[src/rtl/maze_game_ctrl.sv]
// Maze game controller: player square movement, wall/finish collision, lives,
// two-level progression and composite pixel colour for a VGA-style raster.
module maze_game_ctrl #(
    parameter int START_X = 40,
    parameter int START_Y = 465,
    parameter int PSIZE   = 10,
    parameter int STEP    = 2,
    parameter int HOLD    = 60
) (
    input  logic        pixel_clk,
    input  logic        resetSwitch,
    input  logic [9:0]  col,
    input  logic [8:0]  row,
    input  logic        frame_tick,
    input  logic        btn_up,
    input  logic        btn_down,
    input  logic        btn_left,
    input  logic        btn_right,
    input  logic        btn_start,
    input  logic [11:0] lvl0_rgb,
    input  logic [11:0] lvl1_rgb,
    output logic [3:0]  red,
    output logic [3:0]  green,
    output logic [3:0]  blue,
    output logic        level_sel,
    output logic [1:0]  lives,
    output logic [2:0]  state
);
    typedef enum logic [2:0] {
        S_IDLE = 3'd0,
        S_PLAY = 3'd1,
        S_FAIL = 3'd2,
        S_WIN  = 3'd3,
        S_OVER = 3'd4,
        S_DONE = 3'd5
    } state_t;

    localparam logic [9:0] X_MAX = 10'd629;
    localparam logic [8:0] Y_MAX = 9'd469;

    state_t      r_state;
    logic [9:0]  r_px;
    logic [8:0]  r_py;
    logic [1:0]  r_lives;
    logic        r_level;
    logic        r_hit_fin;
    logic        r_hit_wall;
    logic [5:0]  r_hold;
    logic        r_start_prev;
    logic        r_in_sq_d;
    logic [11:0] r_rgb;

    logic [11:0] w_lvl_rgb;
    logic [10:0] w_px_end;
    logic [9:0]  w_py_end;
    logic        w_in_sq;
    logic [9:0]  w_px_nxt;
    logic [8:0]  w_py_nxt;

    assign w_lvl_rgb = r_level ? lvl1_rgb : lvl0_rgb;
    assign w_px_end  = {1'b0, r_px} + 11'(PSIZE);
    assign w_py_end  = {1'b0, r_py} + 10'(PSIZE);
    assign w_in_sq   = ({1'b0, col} >= {1'b0, r_px}) && ({1'b0, col} < w_px_end) &&
                       ({1'b0, row} >= {1'b0, r_py}) && ({1'b0, row} < w_py_end);

    // Single-direction move with saturation at the playfield edges.
    always_comb begin
        w_px_nxt = r_px;
        w_py_nxt = r_py;
        if (btn_up)
            w_py_nxt = (r_py < 9'(STEP)) ? 9'd0 : r_py - 9'(STEP);
        else if (btn_down)
            w_py_nxt = (r_py > Y_MAX - 9'(STEP)) ? Y_MAX : r_py + 9'(STEP);
        else if (btn_left)
            w_px_nxt = (r_px < 10'(STEP)) ? 10'd0 : r_px - 10'(STEP);
        else if (btn_right)
            w_px_nxt = (r_px > X_MAX - 10'(STEP)) ? X_MAX : r_px + 10'(STEP);
    end

    always_ff @(posedge pixel_clk or posedge resetSwitch) begin
        if (resetSwitch) begin
            r_state      <= S_IDLE;
            r_px         <= 10'(START_X);
            r_py         <= 9'(START_Y);
            r_lives      <= 2'd3;
            r_level      <= 1'b0;
            r_hit_fin    <= 1'b0;
            r_hit_wall   <= 1'b0;
            r_hold       <= 6'd0;
            r_start_prev <= 1'b0;
            r_in_sq_d    <= 1'b0;
            r_rgb        <= 12'h000;
        end else begin
            r_start_prev <= btn_start;
            r_in_sq_d    <= w_in_sq;

            // Flags decide the current frame's outcome, then restart for the next frame.
            if (frame_tick) begin
                r_hit_fin  <= 1'b0;
                r_hit_wall <= 1'b0;
            end else if (r_state == S_PLAY && r_in_sq_d) begin
                if (w_lvl_rgb == 12'hF00) r_hit_fin  <= 1'b1;
                if (w_lvl_rgb == 12'h000) r_hit_wall <= 1'b1;
            end

            case (r_state)
                S_IDLE: if (btn_start && !r_start_prev) r_state <= S_PLAY;
                S_PLAY: if (frame_tick) begin
                    if (r_hit_fin) begin
                        r_state <= S_WIN;
                        r_hold  <= 6'd0;
                    end else if (r_hit_wall) begin
                        r_state <= S_FAIL;
                        r_hold  <= 6'd0;
                    end else begin
                        r_px <= w_px_nxt;
                        r_py <= w_py_nxt;
                    end
                end
                S_FAIL: if (frame_tick) begin
                    if (r_hold == 6'(HOLD - 1)) begin
                        r_lives <= r_lives - 2'd1;
                        r_px    <= 10'(START_X);
                        r_py    <= 9'(START_Y);
                        r_state <= (r_lives == 2'd1) ? S_OVER : S_IDLE;
                    end else begin
                        r_hold <= r_hold + 6'd1;
                    end
                end
                S_WIN: if (frame_tick) begin
                    if (r_hold == 6'(HOLD - 1)) begin
                        if (r_level) begin
                            r_state <= S_DONE;
                        end else begin
                            r_level <= 1'b1;
                            r_px    <= 10'(START_X);
                            r_py    <= 9'(START_Y);
                            r_state <= S_IDLE;
                        end
                    end else begin
                        r_hold <= r_hold + 6'd1;
                    end
                end
                default: r_state <= r_state;
            endcase

            if (r_state == S_OVER)
                r_rgb <= 12'hF00;
            else if (r_state == S_DONE)
                r_rgb <= 12'h0F0;
            else if (r_in_sq_d && r_state == S_FAIL)
                r_rgb <= r_hold[3] ? 12'hF00 : 12'h000;
            else if (r_in_sq_d && r_state == S_WIN)
                r_rgb <= 12'hFF0;
            else if (r_in_sq_d)
                r_rgb <= 12'h00F;
            else
                r_rgb <= w_lvl_rgb;
        end
    end

    assign red       = r_rgb[11:8];
    assign green     = r_rgb[7:4];
    assign blue      = r_rgb[3:0];
    assign level_sel = r_level;
    assign lives     = r_lives;
    assign state     = r_state;
endmodule

[config.mk]
export PLATFORM = sky130hd
export DESIGN_NAME = maze_game_ctrl
export DESIGN_NICKNAME = d
export VERILOG_FILES = /design/src/rtl/maze_game_ctrl.sv
export SDC_FILE = /design/constraint.sdc
export NUM_CORES = 1
export LEC_CHECK = 0
export BUFFER_PORTS_ARGS = -buffer_cell sky130_fd_sc_hd__clkbuf_2
export CELL_PAD_IN_SITES_DETAIL_PLACEMENT = 0
export CELL_PAD_IN_SITES_GLOBAL_PLACEMENT = 1
export CORE_MARGIN = 1
export CORE_UTILIZATION = 43
export DETAILED_ROUTE_END_ITERATION = 12
export PLACE_DENSITY_LB_ADDON = 0.25
export REMOVE_ABC_BUFFERS = 1
export SLEW_MARGIN = 20
export SYNTH_ARGS = -nofsm -noshare
export SYNTH_HDL_FRONTEND = slang
export SYNTH_SLANG_ARGS = --single-unit
[constraint.sdc]
create_clock -name pixel_clk -period 3.5 [get_ports pixel_clk]
set_clock_uncertainty 0.05 [all_clocks]
set_input_delay 0.7 -clock pixel_clk [delete_from_list [all_inputs] [get_ports pixel_clk]]
set_output_delay 0.7 -clock pixel_clk [all_outputs]
set_load 0.02 [all_outputs]
==> results.md, run 1 <==
* Status: finished clean
* Root buf cell: clkbuf_8
* # setup viols final at 0
* Inserted Clock Buffers at 5
* Die width at approximately 99 um
* GRT Resource Usage Total at between 20% and 30%
* Post-Syn Area at between 0.004 and 0.005 sq mm
* CP arrival at between 2000 and 3000 ps
* Via-to-Cell Ratio at 6.123
* Hold Buf Count CTS at 0
* Core area at slightly above 0.009 sq mm
* DP HPWL at between 7000 and 8000 um
* Layout area overhead at 12.09%
* Mapped Cells at 470
* Vias in the first global route at 3704
* Htree depth at 2
* Commonest cells after routing, fill and taps aside: clkbuf_2 (68), ha_1 (43), dfrtp_1 (38)
* Final worst slack at approximately 890 ps
* Post-CTS Setup Repair Bufs at 0
* IO buf count at 68
* #FFs+latches synth at 47
* Largest family of logic cells by synthesized area: compound AO/OA/AOI/OAI gates
* Worst-path fanout max at 7
* Clk buf depth at 2
* Post-Synth XOR/XNOR Area at 4.296%
* Synth unique cells at 66
* DRT Pass-1 Iters at 5
* P per Cell Area at 250.3 mW/mm^2
* Via count at just under 4000
* 1st-iter DRT viols at between 200 and 250
* Post-cts resize count at 0
* CTS Sinks at 47
* Die area at about 0.0099 sq mm
* Hold Vio Cnt, Final at 0
* Most common cell after layout, fill and taps aside: clkbuf_2
* PnR Total Power at about 1100 uW
* DRT antenna net count at 0
* Post-placement cell area at ~0.0045 sq mm
* Global-route wire length before repair at between 15000 and 20000 um
* WL final at 10350 um
* Worst setup EP type: register
* Worst R2R Start: r_px[1]
* CTS tree: done
* Num ports at slightly below 70
* Ys flop type: dfrtp_1
* Adder-cell share of the synthesized area at a little over an eighth
* Lkg Pwr at 0.001973 uW
* R2R depth at 9
* Number of flops mapped to enable cells by yosys at 0
* Synth Area in Compound Gates at 26.88%
* Seq/Total Area, Yosys at just under 30%
* Syn avg cell area at 8.676 sq um
* Ant diodes at 0
* Largest net degree at the start of global routing at 48
* Worst Tran Pin Value at approximately 830 ps
* Reg2reg setup slack at around 890 ps
* Tcrit/Tclk final at between 70% and 80%
* Yosys warning total at 0
* Setup total negative slack at 0 ps
* Initial antenna violation count at 0
* Max_cap viols at 0
* Maximum clock rate at approximately 380 MHz
* Critical setup path kind: reg -> reg
* Hold Crit Class: in -> async
* Total global routing overflow at 0
* Critical Path Source Type: register
* Worst skew pair latency at ~290 ps
* Worst-path clk slew at 90 ps
* Simple-gate share of the synthesized area at between 10% and 20%
* Slew Viols, Final at 0
* Fill count at between 900 and 1000
* Chip height at ~99 um
* Residual DRC at 0
* Share of synthesized registers carrying an async set or reset at 100.0%
* Peak supply drop at between 0.15 and 0.2 mV
* RSZ-0062 raised after global routing: false
* Layout cell share with drive strength beyond 1 at between 15 and 20%
* Placer congestion estimate at ~0.9
* DR WL/cell at between 15 and 20 um
* Cell Rows at 35
* DP Worst Slack at a little under 900 ps
* FF-to-FF End: r_in_sq_d
* Final instance area at approximately 0.0046 sq mm
* Nets at ~620
* Starting Density at between 40% and 50%
* Relative slew margins at between 40 and 50%
* Mux cell area share after synthesis at under 10%
* Minimum clock period at ~2600 ps
* Critical path required time at about 3700 ps
==> cell families after synthesis <==
group,after synthesis
fa+ha+maj,43
xor+xnor,20
flops,47
buf+inv,57
mux,14
compound gates,158
simple gates,131
==> where the power goes <==
part	internal [uW]	total (uW)	switching (uW)
Clock	231	416	184
Combinational	70.3	164	93.5
Sequential	556	565	8.92
Total	857	1140	287
==> final cells by class <==
class / instances / area, sq um / area share, %
multi-input combinational: 366 / 2654 / 58.06
clock inverter: 2 / 35.03 / 0.7665
timing repair buffer: 69 / 347.8 / 7.610
tap: 111 / 138.9 / 3.039
inverter: 33 / 125.1 / 2.737
sequential: 47 / 1187 / 25.98
clock buffer: 6 / 82.58 / 1.807
==> metrics by stage <==
stage	util, %	cells	hold WS [ps]
floorplan	-	446	424.8
global placement	48.41	626	446.2
detailed placement	48.41	626	455.4
CTS	49.69	634	470.0
global route	49.70	634	466.7
finish	49.70	634	471.7
==> cells in the mapped netlist (all sizes together), types with 3 or more instances <==
cell | number | area (sq um)
mux2i | 13 | 130.1
dfrtp | 38 | 950.9
nor2 | 30 | 112.6
o22ai | 5 | 31.28
nor3 | 13 | 65.06
nand4 | 13 | 81.33
buf | 12 | 67.56
a21oi | 31 | 155.2
o21a | 12 | 90.09
a31oi | 9 | 56.30
xnor2 | 17 | 148.9
o211ai | 7 | 52.55
nor4 | 7 | 58.81
o21ai | 31 | 155.1
o32ai | 4 | 42.55
nand3 | 13 | 65.06
xor2 | 3 | 26.28
nand2b | 6 | 37.54
or4 | 3 | 22.52
o221ai | 9 | 78.83
nand2 | 21 | 78.83
nor3b | 4 | 30.03
ha | 43 | 538.0
or3 | 6 | 42.54
inv | 32 | 120.1
dfstp | 9 | 236.5
o311ai | 3 | 26.28
a21o | 7 | 52.55
clkbuf | 12 | 45.04
nor2b | 5 | 31.28
o21bai | 3 | 22.52
a211oi | 8 | 65.06
==> how the worst max path moves through the flow <==
stage,startpoint,endpoint,cells past startpoint
floorplan,r_px[1],r_in_sq_d,9
global placement,r_px[1],r_in_sq_d,9
detailed placement,r_px[1],r_in_sq_d,9
CTS,r_px[1],r_in_sq_d,9
global route,r_px[1],r_in_sq_d,9
finish,r_px[1],r_in_sq_d,9
==> registers in the layout, indices dropped and copies added (netlist names) <==
name,cells
r_rgb,12
r_px,10
r_py,9
r_hold,6
state,3
lives,2
level_sel,1
r_hit_fin,1
r_hit_wall,1
r_in_sq_d,1
r_start_prev,1
==> critical path, cell delays in order, from the launching register on <==
cell     delay, ps
dfrtp_1        460
ha_1           330
o21ai_0        310
xnor2_1        160
ha_1           260
a21o_1         180
a211o_1        280
a41oi_1        200
o32ai_1        120
nor4_1         160
==> routing by layer <==
layer | wire (um) | GRT usage, %
met5 | 0 | 0
met4 | 176 | 6.109
met3 | 468 | 2.600
met2 | 4850 | 35.15
met1 | 4852 | 30.42
Note: power is estimated with default switching activity, not from simulation.
==> inputs of run 2 (changes only) <==
- ABC_AREA: unset -> 1
- CORE_UTILIZATION: 43 -> 37
- clock period: 3.5 -> 2.37 ns (I/O delays scaled with it)
==> results.md, run 2 <==
* Status: finished clean
* IO buf count at 68 (unchanged)
* Num ports at 69 (unchanged)
* Max reg flops at 12 (unchanged)
* Synth unique cells at 37 (-44%)
* Adder-cell share of the synthesized area at 12.43% (-0.77 points)
* Largest family of logic cells by synthesized area: simple AND/OR/NAND/NOR gates
* Critical path required time at 2540 ps (-1110 ps)
* Simple-gate share of the synthesized area at 38.35% (+21 points)
* Residual DRC at 0 (unchanged)
* Core area at 0.01142 sq mm (+24%)
* #FFs+latches synth at 47 (unchanged)
* CP top delay family: simple AND/OR/NAND/NOR gates
* Worst-path clk slew at 70 ps (-20 ps)
* Yosys warning total at 0 (unchanged)
* Ys flop type: dfrtp_1
* Fin util at 44.01% (-5.7 points)
* Largest area contributor in the netlist: dfrtp_1
* Share of the synthesized area in the top cell type at 21.97% (-1.4 points)
* Nets at 825 (+34%)
* Top cells by area, synth: dfrtp_1 (22%), nand2_1 (19%), ha_1 (12%), nand3_1 (6.6%), inv_1 (5.9%)
* WL final at 11240 um (+8.6%)
* CP arrival at 2300 ps (-470 ps)
* Mapped Cells at 660 (+40%)
* Reg2reg setup slack at 250 ps (-640 ps)
* WP buf/inv at 0 (unchanged)
* Critical-path cell list: ha_1 > nor2_1 > nor2_1 > nand2_1 > xor2_1 > ha_1 > a21oi_1 > o21ai_0 > nor2_1 > nand2_1 > nor2_1
* CTS tree: done
* Hold Crit Class: in -> async
* Share of synthesized registers carrying an async set or reset at 100.0% (unchanged)
* Slowest cell on the critical path: dfrtp_2
* CP dominant cell by count: nor2_1
* Post-placement cell area at 0.004830 sq mm (+8.5%)
* Synth Area in Compound Gates at 9.075% (-18 points)
* Relative slew margins at 67.95% (+23 points)
* Tcrit/Tclk final at 89.48% (+15 points)
* Top reg by flops: r_rgb
* RSZ-0062 raised after global routing: false
* Ant diodes at 0 (unchanged)
* Lkg Pwr at 0.002708 uW (+37%)
* Fill count at 1210 (+33%)
* Most common cell after layout, fill and taps aside: nand2_1
* DP HPWL at 8990 um (+16%)
* Layout area overhead at 16.07%
* Layout cell share with drive strength beyond 1 at 16.39% (-1.6 points)
* Via count at 4327 (+11%)
* CTS Sinks at 47 (unchanged)
* Hold Vio Cnt, Final at 0 (unchanged)
* Non-Filler Instances at 875 (+38%)
* Critical setup path kind: reg -> reg
* Mux cell area share after synthesis at 0% (-3.5 points)
* Worst skew pair latency at 290 ps (about the same)
* Max_cap viols at 0 (unchanged)
* CP max stage delay at 450 ps (about the same)
* PnR Total Power at 1898 uW (+66%)
* Worst setup EP type: register
* DRT Pass-1 Iters at 4 (-1)
* DRT antenna net count at 0 (unchanged)
* Placer congestion estimate at 0.9041 (-1.4%)
* Die area at 0.01214 sq mm (+23%)
* Maximum clock rate at 471.6 MHz (+23%)
* Slew Viols, Final at 0 (unchanged)
* 1st-iter DRT viols at 155 (-37%)
* Hold Buf Count CTS at 0 (unchanged)
* Vias in the first global route at 4062 (+9.7%)
* Worst Tran Pin Value at 480.1 ps (-346.8 ps)
* Htree depth at 2 (unchanged)
* Starting Density at 37.91% (-6.4 points)
* Critical Path Source Type: register
* Final instance area at 0.005025 sq mm (+9.9%)
* Seq/Total Area, Yosys at 27.43% (-1.7 points)
* Largest net degree at the start of global routing at 24 (-50%)
* Post-Syn Area at 0.004329 sq mm (+6.2%)
* Die width at 110.2 um (+11%)
* Setup total negative slack at 0 ps (unchanged)
* Commonest cells after routing, fill and taps aside: nand2_1 (221), clkbuf_2 (68), inv_1 (67)
* Post-Synth XOR/XNOR Area at 4.653% (+0.36 points)
* Global-route wire length before repair at 18650 um (+6.6%)
* Via-to-Cell Ratio at 4.945 (-19%)
* Chip height at 110.2 um (+11%)
* GRT Resource Usage Total at 19.59% (-2.1 points)
* Root buf cell: clkbuf_16
* Worst-path fanout max at 8 (+1)
* Minimum clock period at 2121 ps (-493.7 ps)
* Inserted Clock Buffers at 5 (unchanged)
* Cell Rows at 39 (+11%)
* Count leader, synth: nand2_1
* DR WL/cell at 12.84 um (-21%)
* # setup viols final at 0 (unchanged)
* Commonest cells post-synth: nand2_1 (221), inv_1 (68), nor2_1 (65)
* Total global routing overflow at 0 (unchanged)
* Number of flops mapped to enable cells by yosys at 0 (unchanged)
* Syn avg cell area at 6.559 sq um (-24%)
* P per Cell Area at 377.8 mW/mm^2 (+51%)
* Largest regs: r_rgb x12, r_px x10, r_py x9
* Placed insts at 864 (+38%)
* Clk buf depth at 2 (unchanged)
* Initial antenna violation count at 0 (unchanged)
* Peak supply drop at 0.3037 mV (+73%)
-- run 2: cells by family after synthesis --
family,Yosys count
buffers and inverters,90
xor gates and xnor gates,23
DFF,47
and+or+nand+nor,383
adders and majority gates,43
AOI/OAI and AO/OA,74
-- run 2: power breakdown --
part	switching, uW	internal [uW]	leakage, uW
combinational	148	103	0.00207
clock	319	502	0.0000804
sequential	7.30	820	0.000555
total	474	1420	0.00271
-- run 2: path summary, 6_finish.rpt --
kind                             startpoint           end  cells past startpoint
worst max-delay path                r_py[1]     r_in_sq_d                     11
max in group asynchronous       resetSwitch      lives[0]                      3
min in group pixel_clk            btn_start  r_start_prev                      1
worst min register to register     lives[1]      lives[1]                      2
worst max register to register      r_py[1]     r_in_sq_d                     11
worst min-delay path            resetSwitch      state[0]                      2
-- run 2: layout make-up --
| type | count | area [sq um] | share of cell area, % |
|---|---|---|---|
| repair buffers | 76 | 400.4 | 7.968 |
| flip-flops and latches | 47 | 1189 | 23.66 |
| well taps | 143 | 178.9 | 3.561 |
| clock inverters | 3 | 46.29 | 0.9213 |
| clock buffers | 5 | 125.1 | 2.490 |
| inverters | 78 | 292.8 | 5.827 |
| multi-input cells | 523 | 2793 | 55.58 |
-- run 2: repair_timing --
action                                 in CTS  in global routing
setup endpoints to repair                   0                  1
endpoints found under the hold margin       0                  0
buffers inserted                            0                  3
gates resized for setup                     0                  2
-- run 2: layer usage --
metal / part of all wire (%) / global-route usage (%)
met2: 46 / 33.62
met3: 3.5 / 2.587
met4: 0.51 / 4.323
met1: 50 / 26.20
met5: 0 / 0
-- run 2: per-stage QoR --
stage / setup WS, ps / hold WS [ps]
global placement: 251.8 / 426.5
finish: 249.4 / 131.4
detailed placement: 131.7 / 434.7
global route: 38.35 / 182.1
floorplan: 395.2 / 408.5
CTS: 112.4 / 142.4
